### config.mk
export PLATFORM = sky130hd
export DESIGN_NAME = cc_logic_flat
export DESIGN_NICKNAME = d
export VERILOG_FILES = /design/src/rtl/cc_pkg.sv /design/src/rtl/cc_if.sv /design/src/rtl/cc_shift_unit.sv /design/src/rtl/cc_logic.sv /design/src/flat_wrapper.sv
export SDC_FILE = /design/constraint.sdc
export NUM_CORES = 1
export LEC_CHECK = 0
export CAP_MARGIN = 10
export CORE_ASPECT_RATIO = 1.75
export CORE_MARGIN = 2
export CORE_UTILIZATION = 40
export DETAILED_ROUTE_END_ITERATION = 10
export PLACE_DENSITY_LB_ADDON = 0.25
export SLEW_MARGIN = 20
export SYNTH_ARGS = -nofsm -noshare
export SYNTH_HDL_FRONTEND = slang
export SYNTH_SLANG_ARGS = --single-unit
### constraint.sdc
create_clock -name clk -period 6.65 [get_ports clk]
set_clock_uncertainty 0.05 [all_clocks]
set_input_delay 1.995 -clock clk [delete_from_list [all_inputs] [get_ports clk]]
set_output_delay 1.995 -clock clk [all_outputs]
set_load 0.01 [all_outputs]
### src/rtl/cc_pkg.sv
// cc_pkg: shared definitions for the shifter next-state logic.
//   CC_WIDTH      default data width (opcode/shift semantics assume 8)
//   OP_*          3-bit opcode encodings; 101..111 are reserved (hold)
//   shift_mode_t  direction/fill select for the barrel shifter
package cc_pkg;

   localparam int CC_WIDTH = 8;

   localparam logic [2:0] OP_NOP  = 3'b000;
   localparam logic [2:0] OP_LOAD = 3'b001;
   localparam logic [2:0] OP_LSL  = 3'b010;
   localparam logic [2:0] OP_LSR  = 3'b011;
   localparam logic [2:0] OP_ASR  = 3'b100;

   typedef enum logic [1:0] {
      SH_LSL = 2'b00,
      SH_LSR = 2'b01,
      SH_ASR = 2'b10
   } shift_mode_t;

endpackage

### src/rtl/cc_if.sv
// cc_if: operand/result bundle of the shifter next-state logic.
//   op, shamt, d_in, d_out  operation request and current register value
//   d_next                  combinational next value
//   d_q                     registered copy of d_next
// Modports: master drives the request and reads results, slave is the logic.
interface cc_if
   import cc_pkg::*;
#(
   parameter int WIDTH = CC_WIDTH
);
   logic [2:0]       op;
   logic [1:0]       shamt;
   logic [WIDTH-1:0] d_in;
   logic [WIDTH-1:0] d_out;
   logic [WIDTH-1:0] d_next;
   logic [WIDTH-1:0] d_q;

   modport master (
      output op, shamt, d_in, d_out,
      input  d_next, d_q
   );

   modport slave (
      input  op, shamt, d_in, d_out,
      output d_next, d_q
   );
endinterface

### src/rtl/cc_shift_unit.sv
// cc_shift_unit: combinational 0..3 bit barrel shifter, two mux stages
// (shift by 1, then by 2). No rotate, no carry out.
//   data    operand
//   shamt   shift amount 0..3
//   mode    SH_LSL (zero fill LSB), SH_LSR (zero fill MSB),
//           SH_ASR (fill with data MSB)
//   result  shifted operand
module cc_shift_unit
   import cc_pkg::*;
#(
   parameter int WIDTH = CC_WIDTH
) (
   input  logic [WIDTH-1:0] data,
   input  logic [1:0]       shamt,
   input  shift_mode_t      mode,
   output logic [WIDTH-1:0] result
);

   logic             shift_left;
   logic             fill_bit;
   logic [WIDTH-1:0] s1_left;
   logic [WIDTH-1:0] s1_right;
   logic [WIDTH-1:0] stage1;
   logic [WIDTH-1:0] s2_left;
   logic [WIDTH-1:0] s2_right;

   assign shift_left = (mode == SH_LSL);
   // Sign fill only for ASR; the sign bit is taken from the original operand,
   // which equals the stage-1 MSB under ASR, so both stages share it.
   assign fill_bit   = (mode == SH_ASR) ? data[WIDTH-1] : 1'b0;

   genvar gi;
   generate
      for (gi = 0; gi < WIDTH; gi++) begin : g_stage1
         if (gi == 0) begin : g_l0
            assign s1_left[gi] = 1'b0;
         end else begin : g_l
            assign s1_left[gi] = data[gi-1];
         end
         if (gi == WIDTH-1) begin : g_rfill
            assign s1_right[gi] = fill_bit;
         end else begin : g_r
            assign s1_right[gi] = data[gi+1];
         end
      end

      for (gi = 0; gi < WIDTH; gi++) begin : g_stage2
         if (gi < 2) begin : g_l0
            assign s2_left[gi] = 1'b0;
         end else begin : g_l
            assign s2_left[gi] = stage1[gi-2];
         end
         if (gi > WIDTH-3) begin : g_rfill
            assign s2_right[gi] = fill_bit;
         end else begin : g_r
            assign s2_right[gi] = stage1[gi+2];
         end
      end
   endgenerate

   assign stage1 = shamt[0] ? (shift_left ? s1_left : s1_right) : data;
   assign result = shamt[1] ? (shift_left ? s2_left : s2_right) : stage1;

endmodule

### src/rtl/cc_logic.sv
// cc_logic: next-state logic of the 8-bit shifter register.
//   clk     rising-edge clock, used only by the d_q register
//   reset   synchronous active-high reset of d_q
//   bus     cc_if slave: op/shamt/d_in/d_out in, d_next/d_q out
// d_next is purely combinational (NOP/reserved hold d_out, LOAD takes d_in,
// LSL/LSR/ASR shift d_out by shamt). d_q is d_next delayed by one cycle.
module cc_logic
   import cc_pkg::*;
(
   input  logic clk,
   input  logic reset,
   cc_if.slave  bus
);

   shift_mode_t         mode;
   logic [CC_WIDTH-1:0] shifted;
   logic [CC_WIDTH-1:0] d_next_comb;
   logic [CC_WIDTH-1:0] d_q_reg;

   // Non-shift opcodes pick LSL here; the result is discarded by the op mux.
   always_comb begin
      mode = SH_LSL;
      if (bus.op == OP_LSR) begin
         mode = SH_LSR;
      end else if (bus.op == OP_ASR) begin
         mode = SH_ASR;
      end
   end

   cc_shift_unit #(
      .WIDTH (CC_WIDTH)
   ) u_shift (
      .data   (bus.d_out),
      .shamt  (bus.shamt),
      .mode   (mode),
      .result (shifted)
   );

   // Reserved opcodes fall to the default and hold, so d_next is never X.
   always_comb begin
      d_next_comb = bus.d_out;
      case (bus.op)
         OP_LOAD: d_next_comb = bus.d_in;
         OP_LSL,
         OP_LSR,
         OP_ASR:  d_next_comb = shifted;
         default: d_next_comb = bus.d_out;
      endcase
   end

   always_ff @(posedge clk) begin
      if (reset) begin
         d_q_reg <= '0;
      end else begin
         d_q_reg <= d_next_comb;
      end
   end

   assign bus.d_next = d_next_comb;
   assign bus.d_q    = d_q_reg;

endmodule

### src/flat_wrapper.sv
// flat-port wrapper written by rule: the top's interface ports become plain ports
module cc_logic_flat import cc_pkg::*;
  (clk, reset, bus_op, bus_shamt, bus_d_in, bus_d_out, bus_d_next, bus_d_q);
  cc_if #(.WIDTH(8)) bus_i ();
  input  logic clk;
  input  logic reset;
  input wire logic [$bits(bus_i.op)-1:0] bus_op;
  input wire logic [$bits(bus_i.shamt)-1:0] bus_shamt;
  input wire logic [$bits(bus_i.d_in)-1:0] bus_d_in;
  input wire logic [$bits(bus_i.d_out)-1:0] bus_d_out;
  output wire logic [$bits(bus_i.d_next)-1:0] bus_d_next;
  output wire logic [$bits(bus_i.d_q)-1:0] bus_d_q;
  assign bus_i.op = bus_op;
  assign bus_i.shamt = bus_shamt;
  assign bus_i.d_in = bus_d_in;
  assign bus_i.d_out = bus_d_out;
  assign bus_d_next = bus_i.d_next;
  assign bus_d_q = bus_i.d_q;
  cc_logic u_core (.clk(clk), .reset(reset), .bus(bus_i));
endmodule
==> results.md, run 1 <==
- The final instance area is ~1800 µm².
- The area of the core is around 3200 µm².
- Summed over all layers, the routed wires come to ~4.4 mm.
- The remaining antenna violation count after routing is 0.
- The total global routing overflow is 0.
- The endpoint with the worst hold slack is u_core.bus.d_q[7].
- The worst setup path category is input pin to primary output.
- The tightest hold path in the finished design has a slack of ~2.4 ns.
- The post-synthesis async set-or-reset flop share is 0%.
- The worst pin sits at a relative slew slack of a little under 70%.
- The final-stage net count is around 230.
- The vias per cell is approximately 6.3.
- For the final routed database, the setup TNS stands at 0 ns.
- The number of buffers added on ports is 38.
- The cell count of the worst hold path is 3.
- In the routed design, unresolved DRC markers number 0.
- The library cell occupying the most area in the post-synthesis netlist is sky130_fd_sc_hd__dfxtp_1.
- The detailed router finished its first iteration with 96 violations.
- The clock sink count is 8.
- By area the synthesized netlist is led by sky130_fd_sc_hd__dfxtp_1, sky130_fd_sc_hd__nor2b_1, sky130_fd_sc_hd__a22oi_1.
- The most frequent cell on the critical path is sky130_fd_sc_hd__clkdlybuf4s50_1.
- The share of synthesized area in the top cell type comes to a little under an eighth.
- Setup violations remaining at the end of the flow were counted as 0.
- Counting both buffers and inverters, the worst setup path holds a total of 3.
- The initial antenna violation count is 0.
- The number of H-tree levels is 1.
- Setup repair after global routing left no endpoint under its margin.
- The total area of sequential cells is approximately 160 µm².
- The synthesis warning total is 0.
- Synthesis instantiated 68 different standard cells from the library.
- The upper clock frequency limit is 156 MHz.
- The maximum number of pins on one net before global-route repair is 25.
- The floorplan step set the die width to approximately 48 µm.
- The tool flagged a number of max-cap violations equal to 0.
- After floorplanning, the core was divided into 27 placement rows.
- TritonCTS built the clock tree.
- A synthesized cell averages between 7 and 8 µm².
- After layout, the worst path uses 96.7% of the clock period.
- Across all layers, the routed design uses 1566 vias.
- In this run the power density over the cells is 133 nW/µm².
- The critical path's largest stage delay is 0.52 ns.
- The overall fraction of global-route tracks in use is 24.9%.
- The startpoint identified for the worst hold timing path is bus_d_in[7].
- The category of cells accounting for the largest share of critical-path delay is buffers and inverters.
- The via count of the first global-routing pass came to roughly 1.5k.
- The clock tree root driver cell is sky130_fd_sc_hd__clkbuf_8.
- The placed standard-cell area is ~1800 µm².
- The number of hold violations in the final report was 0.
- The die footprint is between 3000 and 4000 µm².
- The register with the most flip-flops in the layout has 8 of them.
- For this run, the number of standard cells in the final layout without fillers is ~250.
- The static leakage is between 0.6 and 0.7 nW.
- The number of buffers on the longest clock path is 2.
- The most used flip-flop cell after synthesis is sky130_fd_sc_hd__dfxtp_1.
- The initial core utilization is ~42%.
- After synthesis the netlist holds a flip-flop and latch count of 8.
- At the pin with the least slew margin, the transition time is 0.465 ns.
- The data arrival time of the worst path is about 4.4 ns.
- The class of the most critical hold timing path is input pin to flop.
- The weighted congestion reported at the end of routability-driven placement is between 0.9 and 1.
- In this run, placement finished with an instance count of 246.
- Gates resized during post-CTS repair numbered 0.
- The peak supply drop is 69.0 µV.
- In this run, CTS created clock tree buffers numbering 3.
- The floorplan die height is between 80 and 90 µm.
- The footprint of the multi-input gates is roughly 1000 µm².
- The largest individual stage delay along the critical path comes from the cell sky130_fd_sc_hd__clkdlybuf4s50_1.
- The number of top-level pins is 39.
- The HPWL reported at the end of detailed placement is ~3.5 mm.
- The final-report max-slew violation count came to 0.
- The worst setup path is captured at a primary output.
- The routed design could run at a clock period as short as between 6 and 7 ns.
- The first global-routing pass estimated about 7.1 mm of wire.
- The repair_antennas step left the layout with diodes totalling 0.
- The average wire length per cell after detail routing is approximately 18 µm.
- For the worst setup path, the data required time is 4.61 ns.
- The run finished with clean final reports.
- Of all nets on the critical path, the largest fanout is 22.
- The signal on the critical path passes through clkdlybuf4s50_1 > buf_12 > and2_4 > or3_1 > a41o_1 > o2111ai_1 > nand3_1 > clkdlybuf4s50_1.
- The total chip power is between 0.0002 and 0.00025 W.
- In this run the post-CTS setup repair buffer count came out at 0.
- The number of enable-type register cells in the synthesized netlist is 0.
- The synthesized netlist cell count is 173.
- From synthesis to final layout, the design area changed by 34.3%.
- After filler insertion, the fill cell instance count of the layout stands at between 300 and 400.
- The worst setup path is launched from an input pin.
- The share of final-layout standard cells stronger than drive strength 1 is 19.4%.
- The hold-fix buffer count after cts is 0.
- After clock tree synthesis, the clock-pin slew on the worst setup and hold paths is around 0.040 ns.
- The mapped netlist covers 1340 µm².
- The number of nets in the synthesized netlist is just under 200.
- The number of detailed-routing iterations run before antenna repair is 4.
- Sequential elements use a little under an eighth of the synthesized area.
[tightest hold or removal path: stages]
cell	delay, ns
sky130_fd_sc_hd__clkdlybuf4s50_1	0.47
sky130_fd_sc_hd__a221oi_2	0.07
sky130_fd_sc_hd__a21oi_2	0.10
[logic make-up (layout without fill, tap and decap cells)]
family                 Yosys count  count (layout)  share of synthesized area [%]
AO/OA/AOI/OAI                   75              75                           43.3
AND/OR/NAND/NOR                 61              61                           29.3
buffers and inverters           23              56                           10.1
flip-flops                       8               8                           12.0
multiplexers                     5               5                           4.12
XOR/XNOR                         1               1                           1.22
[placed cells by master, fill, tap and decap left out, types with 5 or more instances in the layout]
cell type,Yosys,layout
sky130_fd_sc_hd__clkdlybuf4s50_1,0,38
sky130_fd_sc_hd__buf_4,2,8
sky130_fd_sc_hd__nor2b_1,11,11
sky130_fd_sc_hd__nand2_1,9,9
sky130_fd_sc_hd__a21oi_1,11,11
sky130_fd_sc_hd__a22oi_1,8,8
sky130_fd_sc_hd__nor3b_1,5,5
sky130_fd_sc_hd__dfxtp_1,8,8
sky130_fd_sc_hd__o21ai_0,9,9
sky130_fd_sc_hd__nor3_1,6,6
[routing by layer]
| metal | share of wire [%] | track usage [%] | vias to the layer above |
|---|---|---|---|
| met2 | 52 | 42.4 | 79 |
| met3 | 5.1 | 1.12 | 20 |
| li1 | - | - | 744 |
| met4 | 5.7 | 15.1 | 0 |
| met1 | 38 | 28.0 | 723 |
| met5 | 0 | 0 | - |
[power breakdown]
group          switching (W)  total [W]  internal [W]
clock network      0.0000180  0.0000571     0.0000391
logic              0.0000644   0.000128     0.0000640
registers        0.000000996  0.0000536     0.0000526
[worst max path at each step]
stage	from	end	slack, ns	cells past startpoint
final	bus_op[0]	bus_d_next[5]	0.22	8
after CTS	bus_op[0]	bus_d_next[5]	0.24	8
after global placement	bus_op[0]	bus_d_next[5]	0.25	8
after detailed placement	bus_op[0]	bus_d_next[5]	0.25	8
after global routing	bus_op[2]	bus_d_next[4]	0.1	8
after floorplan	bus_op[0]	bus_d_next[1]	1.39	7
[stage by stage]
stage / setup slack (ns) / utilization (%)
2_1_floorplan: 1.39 / -
3_3_place_gp: 0.254 / 55.3
3_5_place_dp: 0.254 / 55.3
4_1_cts: 0.244 / 56.6
5_1_grt: 0.0991 / 56.6
6_report: 0.222 / 56.6
[synth_stat cells (4+ instances only)]
cell and count:
sky130_fd_sc_hd__mux2_2 4, sky130_fd_sc_hd__buf_6 4, sky130_fd_sc_hd__a21oi_1 11, sky130_fd_sc_hd__nor3_1 6, sky130_fd_sc_hd__inv_1 4, sky130_fd_sc_hd__nand2_1 9, sky130_fd_sc_hd__dfxtp_1 8, sky130_fd_sc_hd__o22ai_1 4
sky130_fd_sc_hd__a22oi_1 8, sky130_fd_sc_hd__nor2b_1 11, sky130_fd_sc_hd__nor2_1 4, sky130_fd_sc_hd__o21ai_0 9, sky130_fd_sc_hd__buf_2 9, sky130_fd_sc_hd__nor3b_1 5
[cell type report]
type                    instances  share of cell area [%]
multi-input cells             142                    58.0
repair buffers                 48                    26.7
flip-flops and latches          8                    8.91
well taps                      43                    2.99
clock buffers                   3                    2.30
inverters                       5                    1.04
(Power assumes the default switching activity.)
==> run 2, diff against run 1 <==
==> constraint.sdc (replaced) <==
create_clock -name clk -period 7.5 [get_ports clk]
set_clock_uncertainty 0.05 [all_clocks]
set_input_delay 2.25 -clock clk [delete_from_list [all_inputs] [get_ports clk]]
set_output_delay 2.25 -clock clk [all_outputs]
set_load 0.01 [all_outputs]
==> results.md, run 2 (same netlist as run 1, synthesis figures left out) <==
- The static leakage is around 0.61 nW.
- In this run the most critical hold path is launched from bus_d_in[7].
- The worst setup path is captured at a primary output.
- The worst hold path terminates at u_core.bus.d_q[7].
- Combinational logic is responsible for a little over half of the overall power.
- The initial antenna violation count came to 0.
- Of the total power, the share spent switching nets is 35.1%.
- The slew of the pin with the lowest slew margin is slightly above 0.5 ns.
- The remaining antenna violation count after routing is 0.
- The most common cell after layout, fill and taps aside is sky130_fd_sc_hd__clkdlybuf4s50_1.
- The flow ran to the end, and the final reports show no timing, DRC or antenna violations.
- The headroom to the max-slew limit is between 60 and 70%.
- The total chip power is between 0.0002 and 0.00025 W.
- The part of the total power dissipated in sequential elements is 22.8%.
- The die footprint is just under 4000 µm².
- The post-route netlist has between 15 and 20% of its cells at a drive strength greater than 1.
- The critical path's largest stage delay is just under 0.7 ns.
- The number of buffers on the longest clock path is 2.
- Summing all placed instances gives a cell area of 1710 µm².
- For this design, the slowest cell found on the critical path is sky130_fd_sc_hd__clkdlybuf4s50_1.
- The net switching power is roughly 0.000073 W.
- The number of endpoints failing setup at the final stage is 0.
- The maximum number of pins on one net before global-route repair is 32.
- The vias per cell is 6.30.
- In the layout the commonest cells are sky130_fd_sc_hd__clkdlybuf4s50_1, sky130_fd_sc_hd__nor2b_1, sky130_fd_sc_hd__a21oi_1.
- The worst hold path passes through 3 cells.
- The clock network burns around a quarter of the power.
- The DRC violation total after the first TritonRoute iteration is 70.
- The upper clock frequency limit is approximately 140 MHz.
- The initial core utilization is between 40% and 50%.
- The critical path goes through clkdlybuf4s50_1 > or3b_1 > a21oi_2 > a22oi_1 > o21ai_0 > or2_1 > clkdlybuf4s50_1.
- The count of unresolved DRC violations after routing is 0.
- The number of buffers added on ports is 38.
- The critical path in this run is classified as input pin to primary output.
- TritonCTS built the clock tree.
- For this design the top-level I/O count stands at 39.
- The final instance area is ~1700 µm².
- The number of hold violations in the final report is 0.
- The area of the core is 3180 µm².
- The number of setup buffers added after CTS is 0.
- Max-cap violations in this run came to 0.
- The required arrival time at the worst endpoint is roughly 5.2 ns.
- The via count of the first global-routing pass came to approximately 1.4k.
- The first global-routing pass estimated around 6.8 mm of wire.
- The clock sink count is 8.
- Routability-driven placement finished with a final weighted congestion of about 0.93.
- The data arrival time of the worst path is ~4.8 ns.
- The most frequent cell on the critical path is sky130_fd_sc_hd__clkdlybuf4s50_1.
- After layout, the worst path uses a little over nine tenths of the clock period.
- In this run the number of H-tree levels came out at 1.
- The count of filler cells inserted in the layout is approximately 320.
- After global routing the overflow that remains totals 0.
- The number of clock buffers inserted by TritonCTS is 3.
- The clock tree root driver cell is sky130_fd_sc_hd__clkbuf_8.
- In this run the worst path has a maximum fanout of 9.
- The tightest hold path in the finished design has a slack of between 2 and 3 ns.
- The power per standard cell area is approximately 120 nW/µm².
- The final-report max-slew violation count is 0.
- The peak supply drop is approximately 56 µV.
- Setup repair after global routing left no endpoint under its margin.
- The number of gates given a new drive strength after cts is 0.
- The total number of vias is 1538.
- The area growth from synthesis to final layout is 30.6%.
- The minimum clock period after layout is 7.09 ns.
- The floorplan die height is 80.5 µm.
- The wire-length estimate of the detail-placed layout is 3.30 mm.
- The register clock-pin slew on the reported worst setup and hold paths is ~0.040 ns.
- The number of detailed-routing iterations run before antenna repair is 4.
- The overall fraction of global-route tracks in use is about a quarter.
- The aggregate negative setup slack is 0 ns.
- Cell internal power was estimated by the tool at between 0.0001 and 0.00015 W.
- The number of antenna diodes in the final layout is 0.
- The routed wire length is roughly 4.2 mm.
- The final-stage net count is approximately 230.
- The number of rows created at floorplan is 27.
- For this design, the CTS-stage hold fixing added 0 buffers.
- The startpoint type of the worst setup path is an input pin.
- The number of flip-flops in the largest register is 8.
- In this run the horizontal extent of the chip is ~48 µm.
- The share of the core filled with cells in the final layout is 55.0%.
- Dividing the detail-routed wire length by the instance count gives around 17 µm.
- The class of the most critical hold timing path is input pin to flop.
-- run 2: cell types whose count changed in the layout (fill, tap and decap cells not counted) --
| cell | before | now |
|---|---|---|
| sky130_fd_sc_hd__buf_4 | 8 | 4 |
| sky130_fd_sc_hd__buf_12 | 2 | 1 |
-- run 2: worst max path at each step --
stage              start  cells past startpoint  slack [ns]            end
4_1_cts        bus_op[2]                      7        0.43  bus_d_next[4]
5_1_grt        bus_op[1]                      8        0.21  bus_d_next[0]
3_3_place_gp   bus_op[1]                      8        0.50  bus_d_next[5]
2_1_floorplan  bus_op[0]                      7        1.73  bus_d_next[1]
3_5_place_dp   bus_op[2]                      7        0.43  bus_d_next[4]
6_report       bus_op[2]                      7        0.41  bus_d_next[4]
-- run 2: stage by stage --
stage               setup slack, ns  std cells
finish                        0.410        244
global route                  0.207        244
CTS                           0.434        244
detailed placement            0.427        241
global placement              0.496        241
floorplan                      1.73        173
-- run 2: power groups by stage --
stage                     clock [W]  combinational [W]  sequential [W]
after floorplan                   0          0.0000630       0.0000504
after global placement            0           0.000108       0.0000483
after detailed placement          0           0.000109       0.0000484
after CTS                 0.0000523           0.000110       0.0000477
after global routing      0.0000558           0.000119       0.0000480
final                     0.0000513           0.000110       0.0000476
-- run 2: routing by layer --
layer,up-vias,share of wire (%),track usage [%],wire [µm]
li1,728,-,-,-
met1,734,39,27.6,1620
met2,58,52,39.9,2200
met3,18,4.9,2.02,207
met4,0,4.4,12.4,184
met5,-,0,0,0
-- run 2: layout make-up --
class | count | area (µm²) | area share (%)
timing repair buffer | 43 | 430 | 24.6
tap | 43 | 53.8 | 3.08
inverter | 5 | 18.8 | 1.07
sequential | 8 | 160 | 9.17
clock buffer | 3 | 41.3 | 2.36
multi-input combinational | 142 | 1040 | 59.7
-- run 2: worst max-delay path, delay by kind of cell --
family	cells	cell delay (ns)
simple gates	2	0.67
compound gates	3	0.65
buf+inv	2	1.21
==> run 3, diff against run 2 <==
--- a/config.mk
+++ b/config.mk
@@ -11,6 +11,7 @@
 export CORE_UTILIZATION = 40
 export DETAILED_ROUTE_END_ITERATION = 10
 export PLACE_DENSITY_LB_ADDON = 0.25
+export RECOVER_POWER = 50
 export SLEW_MARGIN = 20
 export SYNTH_ARGS = -nofsm -noshare
 export SYNTH_HDL_FRONTEND = slang
==> results.md, run 3 (same netlist as run 1, synthesis figures left out) <==
- The flow ran to the end, and the final reports show no timing, DRC or antenna violations.
- The switching share of power is a little over a third.
- Entering global routing, the biggest net connects 32 pins.
- The die is 80.5 µm tall.
- The wire-length estimate of the detail-placed layout is ~3.3 mm.
- The number of buffers on the longest clock path is 2.
- The number of hold violations in the final report was 0.
- The net count of the finished layout is 226.
- The capturing element type of the critical path is a primary output.
- The number of flip-flops in the largest register is 8.
- The congestion estimate from routability-driven global placement came to just over 0.9.
- TritonCTS built the clock tree.
- The via count of the first global-routing pass is approximately 1.4k.
- Leaving out fill and tap cells, the most frequent cells in the layout are sky130_fd_sc_hd__clkdlybuf4s50_1, sky130_fd_sc_hd__nor2b_1, sky130_fd_sc_hd__a21oi_1.
- In the routed layout, each cell is associated on average with a via count of about 6.3.
- The number of maximum-capacitance violations is 0.
- The class of the most critical hold timing path is input pin to flop.
- After floorplanning, the core was sized to cover 3180 µm².
- The net switching power is approximately 0.000073 W.
- The aggregate negative setup slack is 0 ns.
- Dividing total power by cell area gives a power density of between 100 and 150 nW/µm².
- The required arrival time at the worst endpoint is around 5.2 ns.
- Summing all placed instances gives a cell area of about 1700 µm².
- The initial antenna violation count was 0.
- The number of clock buffers inserted by TritonCTS is 3.
- The library cell used most frequently in the layout, excluding fill and tap cells, is sky130_fd_sc_hd__clkdlybuf4s50_1.
- The final-report max-slew violation count came to 0.
- The die is 47.7 µm wide.
- The number of H-tree levels is 1.
- The part of the total power dissipated in sequential elements is 22.9%.
- The floorplan has 27 rows.
- The total global routing overflow is 0.
- The fraction of power consumed by the clock network is between 20% and 30%.
- The post-CTS setup-driven buffer insertion count is 0.
- For this design, the sink count on the clock tree is 8.
- The data arrival time of the worst path is about 4.9 ns.
- The total number of vias is 1528.
- Measured against its own limit, the worst slew margin works out to around two thirds.
- Setup violations remaining at the end of the flow were counted as 0.
- The slew of the pin with the lowest slew margin is around 0.5 ns.
- The die covers between 3000 and 4000 µm².
- The number of gates given a new drive strength after cts is 0.
- The final worst-path cycle share is 95.4%.
- The final instance area is 1740 µm².
- In this run the count of I/O pins placed on the die edge is 39.
- From synthesis to final layout, the design area changed by 30.1%.
- IR analysis of the VDD net gives a maximum drop of roughly 55 µV.
- The DRC violation total after the first TritonRoute iteration is 70.
- The initial core utilization is 42.1%.
- Before antenna repair, the detailed router went through 4 iterations.
- The worst setup path category is input pin to primary output.
- The final layout contains routed wiring with a total length of roughly 4.3 mm.
- Fill cells in the final layout number ~320.
- The final antenna diode count is 0.
- Buffers placed on the I/O ports in this run total 38.
- The analysis attributes to cell leakage a power of approximately 0.63 nW.
- In this run the remaining antenna-violating nets after routing total 0.
- The upper clock frequency limit is about 140 MHz.
- Combinational logic is responsible for a little over half of the overall power.
- For the finished layout, the period the worst path requires is 7.16 ns.
- The hold-fix buffer count after cts is 0.
- Dividing the detail-routed wire length by the instance count gives ~17 µm.
- In the final layout, the share of cells above drive strength 1 is 16.9%.
- The design internal power is ~0.00013 W.
- Along the worst path, the maximum fanout reaches 9.
- The clock tree root driver cell is sky130_fd_sc_hd__clkbuf_8.
- In the routed design, unresolved DRC markers number 0.
- The register clock-pin slew on the reported worst setup and hold paths is 0.04 ns.
- The worst setup path is launched from an input pin.
- The global-route wire length before repair is between 6 and 7 mm.
- Global routing used about a quarter of the available tracks.
- Setup repair after global routing left no endpoint under its margin.
## run 3: cell types whose count changed in the layout (fill, tap and decap cells not counted)
cell and delta:
sky130_fd_sc_hd__dlygate4sd3_1 +9, sky130_fd_sc_hd__o221ai_1 +1, sky130_fd_sc_hd__o221ai_2 -1, sky130_fd_sc_hd__clkdlybuf4s50_1 -9
## run 3: power by group through the flow
stage | Clock, W | Combinational (W) | Sequential [W]
6_report | 0.0000513 | 0.000108 | 0.0000474
5_1_grt | 0.0000558 | 0.000117 | 0.0000478
4_1_cts | 0.0000523 | 0.000110 | 0.0000477
3_5_place_dp | 0 | 0.000109 | 0.0000484
3_3_place_gp | 0 | 0.000108 | 0.0000483
2_1_floorplan | 0 | 0.0000630 | 0.0000504
## run 3: worst paths after layout
kind | from | to | cells after the start
worst max-delay path | bus_op[2] | bus_d_next[4] | 7
worst min-delay path | bus_d_in[7] | u_core.bus.d_q[7] | 3
## run 3: per-stage QoR
stage	hold slack, ns	setup slack, ns	util (%)	instances	power (W)
floorplan	2.38	1.73	-	173	0.000113
global placement	2.89	0.496	53.7	241	0.000157
detailed placement	2.89	0.427	53.7	241	0.000158
CTS	2.66	0.434	55.0	244	0.000210
global route	2.71	0.178	54.8	244	0.000221
finish	2.66	0.343	54.8	244	0.000207
## run 3: cell type report
| class | count | area, µm² | share of cell area (%) |
|---|---|---|---|
| inverter | 5 | 18.8 | 1.08 |
| sequential | 8 | 160 | 9.20 |
| timing repair buffer | 43 | 430 | 24.7 |
| clock buffer | 3 | 41.3 | 2.37 |
| tap | 43 | 53.8 | 3.09 |
| multi-input combinational | 142 | 1040 | 59.5 |
## run 3: per-layer routing
layer / track usage [%] / vias to the layer above / routed length [µm]
met3: 2.02 / 15 / 237
met2: 39.9 / 63 / 2240
met1: 27.6 / 720 / 1620
li1: - / 730 / -
met5: 0 / - / 0
met4: 12.4 / 0 / 164
## run 3: critical path, cell delays in order
cell and delay [ns]:
sky130_fd_sc_hd__dlygate4sd3_1 0.76, sky130_fd_sc_hd__or3b_1 0.54, sky130_fd_sc_hd__a21oi_2 0.29, sky130_fd_sc_hd__a22oi_1 0.12, sky130_fd_sc_hd__o21ai_0 0.24, sky130_fd_sc_hd__or2_1 0.13, sky130_fd_sc_hd__clkdlybuf4s50_1 0.52
==> variant (flow settings as in run 1) <==
Make the reset (`reset`) asynchronous in one clocked block. Comments in the files are not updated.
--- a/src/rtl/cc_logic.sv
+++ b/src/rtl/cc_logic.sv
@@ -49,5 +49,5 @@
    end
 
-   always_ff @(posedge clk) begin
+   always_ff @(posedge clk or posedge reset) begin
       if (reset) begin
          d_q_reg <= '0;
Check against the original RTL: differs if reset is asserted again (counterexample within 4 cycles, from zero or initial values and one cycle with reset high); with reset held inactive, the same outputs for 10 cycles.
==> variant against run 1 <==
  * Maximum frequency rose by 1.5%
  * Synthesized cell count fell by 6.9%
  * Wire length fell by 12%
  * Hold slack got worse by 430 ps
  * Via count fell by 6.6%
  * Count of clock-buffer cells in the layout did not move
  * Power fell by 5.9%
  * Worst setup slack improved by 97 ps
  * Sequential cell count did not move
  * Area after synthesis fell by 9.5%
  * Cell area fell by 10%
  * Critical path type unchanged
  * Highest routed layer unchanged
==> variant: results (changes against run 1) <==
Initial DRT Pass Iterations=4 (unchanged); worst slew margin relative to its limit=72.1% (+3.3 points); share of final-layout standard cells stronger than drive strength 1=10.6% (-8.8 points); number of DRC markers in iteration 0=95 (-1.0%); largest cells by area after synthesis=dfrtp_1 (17%), mux2i_1 (6.6%), a21oi_1 (4.6%); post-route setup slack=319 ps (+97.0 ps); highest routed metal layer=met4; post-synthesis share of cell area spent on xor and xnor gates=0% (-1.2 points); pin count of the biggest net entering global routing=25 (unchanged); number of vias after detailed routing=1463 (-6.6%); Max Buffers Root-to-Sink=2 (unchanged); fraction of synthesis flops using an asynchronous set or reset pin=100% (+100 points); count of nets after finishing=214 (-7.4%); Max Fanout on Critical Path=19 (-14%); post-placement cell area=1580 sq um (-10%); sequential share of the synthesized area=16.5% (+4.6 points); number of H-tree levels=1 (unchanged); worst setup path start=bus_op[0]; Met2 Wirelength=2050 um (-9.4%); aggregate global-route resource usage=23.1% (-1.8 points); number of instances in the synthesized netlist=161 (-6.9%); arithmetic-cell share of the synthesized area counting full adders, half adders and majority gates=0% (unchanged); routed wire length per instance=17.8 um (+1.0%); number of buffers inserted to repair setup after CTS=0 (unchanged); GR Layer Usage met3=2.12% (+0.99 points); Crit path arrival time=4290 ps (-90 ps); wire length the detailed router placed on met1=1340 um (-19%); Worst Hold Class=in -> async; termination of the worst setup path=bus_d_next[1]; share of cell area taken by muxes after synthesis=7.55% (+3.4 points); number of antenna violations at the first check in global routing=0 (unchanged); status=finished clean; Hold WS=1960 ps (-434 ps); Global Route met2 Usage=38.5% (-3.9 points); Most used DFF post-synth=dfrtp_1; hpwl dp=3010 um (-14%); list of most frequent post-synthesis cells=nor2_1 (13), a21oi_1 (11), buf_2 (9); Clock Tree Root=clkbuf_8; Net Count, Synth=184 (-6.1%); global-route wire length before repair=6190 um (-13%); maximum resistive drop on vdd=0.0794 mV (+15%); met1 Resource Use GR=26.5% (-1.6 points); number of gates given a new drive strength after cts=0 (unchanged); number of flip-flops under the largest register name=8 (unchanged); clock transition at the registers of the reported paths=40 ps (about the same); leakage power=0.624 nW (-2.9%); vias in the first global route=1328 (-12%); port buffer count=38 (unchanged); total inserted antenna cells=0 (unchanged); Post-CTS Hold Buffers=0 (unchanged); number of buffers added by the clock tree synthesis step=3 (unchanged); area fraction in compound gates after synthesis=38.8% (-4.5 points); routed wire length=3870 um (-12%); Synth cell types=54 (-21%); YS warnings=0 (unchanged); final RePlAce weighted congestion=1.02 (+8.3%); DR WL met3=247 um (+11%)
[variant: cell types whose count changed after synthesis, moves of 3 or more]
cell,delta
dfxtp_1,-8
nand3b_1,+3
nor2_1,+9
dfrtp_1,+8
mux2i_1,+7
mux2_2,-3
o21ai_0,-3
nor2b_1,-7
a22oi_1,-7
a211oi_1,+4
clkbuf_1,+6
inv_1,+4
[variant: report_power, final]
group | internal, W | switching [W] | leakage [nW]
logic | 0.0000564 | 0.0000563 | 0.507
clock network | 0.0000390 | 0.0000170 | 0.0216
registers | 0.0000549 | 0.00000129 | 0.0958
[variant: critical path, cell delays in order]
cell and delay [ps]:
clkdlybuf4s50_1 470, buf_4 230, and3b_1 310, a22oi_1 110, a211o_1 330, a31oi_1 250, clkdlybuf4s50_1 580
[variant: layout make-up]
cell class,count,area [sq um]
sequential,8,200
timing repair buffer,45,433
fill,259,1280
clock buffer,3,41.3
tap,28,35.0
multi-input combinational,125,878
inverter,8,30.0
